**config.mk**
```make
export PLATFORM = sky130hd
export DESIGN_NAME = single_port_memory_arbiter
export DESIGN_NICKNAME = d
export VERILOG_FILES = /design/src/rtl/single_port_memory_arbiter.sv
export SDC_FILE = /design/constraint.sdc
export NUM_CORES = 1
export LEC_CHECK = 0
export ABC_AREA = 0
export CAP_MARGIN = 20
export CORE_MARGIN = 2
export CORE_UTILIZATION = 35
export CTS_CLUSTER_DIAMETER = 80
export DETAILED_ROUTE_END_ITERATION = 16
export PLACE_DENSITY = 0.7
export RECOVER_POWER = 50
export SYNTH_ARGS = -nofsm -noshare
export SYNTH_HDL_FRONTEND = slang
export SYNTH_SLANG_ARGS = --single-unit
```
**constraint.sdc**
```tcl
create_clock -name clk -period 1.4 [get_ports clk]
set_clock_uncertainty 0.05 [all_clocks]
set_input_delay 0.28 -clock clk [delete_from_list [all_inputs] [get_ports clk]]
set_output_delay 0.28 -clock clk [all_outputs]
set_load 0.03 [all_outputs]
```
**src/rtl/single_port_memory_arbiter.sv**
```systemverilog
// Two-port arbiter for one single-port RAM: zero-sweeps the RAM after reset, then grants one access per cycle.
// Read data returns one cycle after acceptance, and losing requesters hold on ready=0. Define SPM_ARB_ROUND_ROBIN_EN for round-robin grants.
module single_port_memory_arbiter #(
    parameter int DATAWIDTH    = 8,
    parameter int DATADEPTH    = 1024,
    parameter int ADDRESSWIDTH = $clog2(DATADEPTH)
) (
    input  logic                    clk,
    input  logic                    reset,
    input  logic                    req0_valid,
    output logic                    req0_ready,
    input  logic                    req0_write,
    input  logic [ADDRESSWIDTH-1:0] req0_address,
    input  logic [DATAWIDTH-1:0]    req0_data,
    input  logic                    req1_valid,
    output logic                    req1_ready,
    input  logic                    req1_write,
    input  logic [ADDRESSWIDTH-1:0] req1_address,
    input  logic [DATAWIDTH-1:0]    req1_data,
    output logic                    rsp0_valid,
    output logic [DATAWIDTH-1:0]    rsp0_data,
    output logic                    rsp1_valid,
    output logic [DATAWIDTH-1:0]    rsp1_data,
    output logic                    init_done,
    output logic                    mem_write_en,
    output logic [DATAWIDTH-1:0]    mem_data_in,
    output logic [ADDRESSWIDTH-1:0] mem_address,
    input  logic [DATAWIDTH-1:0]    mem_data_out
);
    typedef enum logic {ST_INIT, ST_SERVE} state_e;

    typedef struct packed {
        logic                    write;
        logic [ADDRESSWIDTH-1:0] addr;
        logic [DATAWIDTH-1:0]    data;
    } req_t;

    localparam logic [ADDRESSWIDTH-1:0] LAST_ADDR = ADDRESSWIDTH'(DATADEPTH - 1);
    localparam logic [ADDRESSWIDTH-1:0] ADDR_ONE  = ADDRESSWIDTH'(1);

    state_e                  state_q, state_d;
    logic [ADDRESSWIDTH-1:0] cnt_q, cnt_d;
    logic [ADDRESSWIDTH-1:0] addr_q;
    logic [DATAWIDTH-1:0]    data_q;
    logic                    rsp_vld_q, rsp_vld_d;
    logic                    rsp_own_q, rsp_own_d;
    logic                    gnt_port;
    logic                    gnt_vld;
    logic                    serve;
    logic                    accept;
    req_t                    req0, req1, sel;

    assign req0 = {req0_write, req0_address, req0_data};
    assign req1 = {req1_write, req1_address, req1_data};

`ifdef SPM_ARB_ROUND_ROBIN_EN
    logic last_q, last_d;

    // On a tie the port that did not win last time goes next.
    always_comb begin
        if (req0_valid && req1_valid) begin
            gnt_port = ~last_q;
        end else begin
            gnt_port = ~req0_valid;
        end
    end

    assign last_d = accept ? gnt_port : last_q;

    always_ff @(posedge clk) begin
        if (reset) begin
            last_q <= 1'b1;
        end else begin
            last_q <= last_d;
        end
    end
`else
    assign gnt_port = ~req0_valid;
`endif

    assign gnt_vld    = req0_valid | req1_valid;
    assign serve      = (state_q == ST_SERVE) && !reset;
    assign accept     = serve && gnt_vld;
    assign req0_ready = accept && !gnt_port;
    assign req1_ready = accept && gnt_port;
    assign sel        = gnt_port ? req1 : req0;

    always_comb begin
        state_d      = state_q;
        cnt_d        = cnt_q;
        rsp_vld_d    = 1'b0;
        rsp_own_d    = rsp_own_q;
        mem_write_en = 1'b0;
        mem_address  = addr_q;
        mem_data_in  = data_q;
        case (state_q)
            ST_INIT: begin
                mem_write_en = 1'b1;
                mem_address  = cnt_q;
                mem_data_in  = '0;
                if (cnt_q == LAST_ADDR) begin
                    state_d = ST_SERVE;
                end else begin
                    cnt_d = cnt_q + ADDR_ONE;
                end
            end
            ST_SERVE: begin
                if (accept) begin
                    mem_write_en = sel.write;
                    mem_address  = sel.addr;
                    mem_data_in  = sel.data;
                    rsp_vld_d    = !sel.write;
                    rsp_own_d    = gnt_port;
                end
            end
            default: state_d = ST_INIT;
        endcase
        if (reset) begin
            mem_write_en = 1'b0;
        end
    end

    // Address and data registers let an idle cycle replay the last values on the RAM pins.
    always_ff @(posedge clk) begin
        if (reset) begin
            state_q   <= ST_INIT;
            cnt_q     <= '0;
            addr_q    <= '0;
            data_q    <= '0;
            rsp_vld_q <= 1'b0;
            rsp_own_q <= 1'b0;
        end else begin
            state_q   <= state_d;
            cnt_q     <= cnt_d;
            addr_q    <= mem_address;
            data_q    <= mem_data_in;
            rsp_vld_q <= rsp_vld_d;
            rsp_own_q <= rsp_own_d;
        end
    end

    // A reset arriving while a response is due suppresses it in that same cycle.
    assign rsp0_valid = rsp_vld_q && !rsp_own_q && !reset;
    assign rsp1_valid = rsp_vld_q && rsp_own_q && !reset;
    assign rsp0_data  = mem_data_out;
    assign rsp1_data  = mem_data_out;
    assign init_done  = (state_q == ST_SERVE);

endmodule

```
==> flow_summary.ini <==
[synthesis]
avgSynthCellArea_um2 = 7.754
async_reset_ff_share_pct = 0
yosys.area.top_type = dfxtp_1
yosysUniqueCellTypes = 44
synth-main-ff-cell = dfxtp_1
synth-seq-cells = 31
synth_area_um2 = 2241
syn_inst = 289
yosys_warnings = 0
ys_seq_area_share_pct = 27.69
synth_edf_count = 0
synthesis.nets = 340
synth_top_area_share_pct = 27.69
synth_area_leaders = dfxtp_1 28%, buf_4 7.4%, nand2_1 6.5%, a41oi_2 5.1%, nor2b_1 5.0%

[timing]
tns_ps = -7987
rsz0062_at_grt = true
relSlewSlack_pct = 77.22
finalCritPeriodShare_pct = 127.7
fmax_mhz = 559.2
hold_viol = 0
worstMarginPinSlew_ps = 340.3
drv_slew = 0
setup_viol = 32
finalWorstSetupSlack_ps = -388.2
min_period_ps = 1788

[cells_and_area]
layout.cells.non_filler = 482
layout_common_cells = 63 x buf_4, 40 x buf_6, 37 x clkdlybuf4s50_1
drive_gt1_share_pct = 45.19
final_common_cell = buf_4
fillers = 514
area_delta_synth_final_pct = 76.44
nNetsFinal = 455
n_antenna_cell = 0

[clock_network]
cts.sinks = 31
cts_made_buffers = 5
clk_latency_ps = 280
cts_root_buffer = clkbuf_8
tritoncts = done
holdBufCountCts = 0
cts.htree.levels = 2
clk_pin_slew_ps = 70
clockBufferDepth = 2

[critical_path]
critPathLaunchType = flip-flop
crit_end = mem_data_in[5]
crit_family = flip-flops
end_kind = primary output
worstSetupPathType = reg2out
cp_common_cell = buf_6
crit_slowest_cell = dfxtp_4
cp_max_fo = 6
r2r-end = cnt_q[9]
r2r_cells = 6
path_buf_inv = 2
reg2reg_setup_slack_ps = -190
cp_num_cells = 5
crit_path_start = init_done
max_stage_delay_ps = 370
reg2reg_from = init_done
crit_arrival_ps = 1460
required_ps = 1070
crit_chain = nor2b_4 > buf_6 > a31oi_4 > o211a_4 > buf_6

[job]
maxCapViolations = 0

[hold_path]
hold_class = in2reg

[place]
gp_congestion = 0.8025
dp_cells = 455
numPortBuffers = 65
dpl.hpwl_um = 4892

[drt]
routed-via-count = 2628
drt_iter0_drc = 182
routed_wl_um = 7615
via_per_inst = 5.452
wl_per_cell_um = 15.80
drt_pass1_iterations = 4
antenna_left = 0
drcViolationCount = 0

[pwr]
leakagePower_nw = 1.605
irDropWorstVdd_mv = 0.3579
powerDensity_nw_per_um2 = 585.3

[grt]
grt_pass1_vias = 2655
grt_pass1_wl_um = 12340
grt.overflow.total = 0
grt_max_degree = 29
antenna_found_initial = 0
grt_use_total_pct = 21.04

[floorplanning]
start_util_pct = 35.70
die_w_um = 84.02
num_rows = 29
die_h_um = 84.02
die_area_um2 = 7059
ios = 90
core_um2 = 6277

[status]
status = complete, but fails checks
violations = negative setup slack
==> repair_timing <==
| item | 4_1_cts | 5_1_grt |
|---|---|---|
| cloned | 3 | 1 |
| endpoints found under the hold margin | 0 | 0 |
| resized for setup | 77 | 30 |
| buffers inserted | 11 | 8 |
| endpoints found under the setup margin | 37 | 41 |
| pin swaps | 20 | 14 |
==> flip-flops by register name, summed over array words and instances (netlist names) <==
signal,flops
rsp_own_q,1
init_done,1
data_q,8
addr_q,10
rsp_vld_q,1
cnt_q,10
==> area by class of cell <==
type	instances	area, um^2	share of cell area (%)
flip-flops and latches	31	626.9	15.85
clock inverters	1	5.005	0.1266
well taps	77	96.34	2.437
inverters	13	51.30	1.297
multi-input cells	203	1605	40.60
clock buffers	7	76.32	1.930
repair buffers	150	1493	37.75
==> how the worst min path moves through the flow <==
stage,startpoint,to,cells after the start
after floorplan,req0_address[8],addr_q[8],2
after global placement,cnt_q[4],cnt_q[4],1
after detailed placement,cnt_q[4],cnt_q[4],1
after CTS,reset,rsp_own_q,3
after global routing,reset,rsp_own_q,3
final,reset,rsp_own_q,3
==> stage by stage <==
stage | hold slack [ps] | cell area [um^2] | utilization, % | power (mW) | worst slack [ps]
2_1_floorplan | 385.4 | 2400 | - | 1.355 | -177.1
3_3_place_gp | 461.6 | 3283 | 52.30 | 1.531 | -631.0
3_5_place_dp | 468.2 | 3283 | 52.30 | 1.541 | -653.4
4_1_cts | 363.1 | 3782 | 60.26 | 2.276 | -378.6
5_1_grt | 388.9 | 3954 | 62.99 | 2.423 | -432.2
6_report | 363.2 | 3954 | 62.99 | 2.314 | -388.2
==> cell families after synthesis <==
logic type | count (synthesis) | share of synthesized area [%]
AO/OA/AOI/OAI | 76 | 26.91
adder cells (fa/ha/maj) | 1 | 0.5583
buffers and inverters | 55 | 14.46
flip-flops | 31 | 27.69
multiplexers | 1 | 0.4467
AND/OR/NAND/NOR | 125 | 29.93
==> per-layer routing <==
metal	GRT usage, %	share of wire, %
met5	0	0
met4	6.452	1.2
met3	3.858	5.9
met2	38.25	53
met1	24.92	40
==> synthesized netlist by cell type (2+ instances only) <==
library cell and instances:
a211oi_1 13, a21oi_1 9, a22oi_1 2, a31oi_1 16
a41oi_1 2, a41oi_2 7, and2_1 2, and3_1 3
buf_2 14, buf_4 22, buf_6 2, clkbuf_1 2
clkbuf_2 2, dfxtp_1 31, inv_1 13, nand2_1 39
nand3_1 14, nand3b_1 3, nand4_1 9, nor2_1 10
nor2b_1 18, nor3_1 14, nor3b_1 3, o211a_1 8
o21ai_0 12
==> power breakdown <==
| part | total, mW | leakage (nW) | switching, mW | internal (mW) |
|---|---|---|---|---|
| Combinational | 0.682 | 1.31 | 0.321 | 0.360 |
| Clock | 0.687 | 0.0422 | 0.338 | 0.349 |
| Sequential | 0.945 | 0.252 | 0.0330 | 0.912 |
==> tightest hold or removal path, delay by kind of cell <==
kind | cells | cell delay, ps
AOI/OAI and AO/OA | 1 | 50
buffers and inverters | 2 | 310
(Power assumes the default switching activity.)
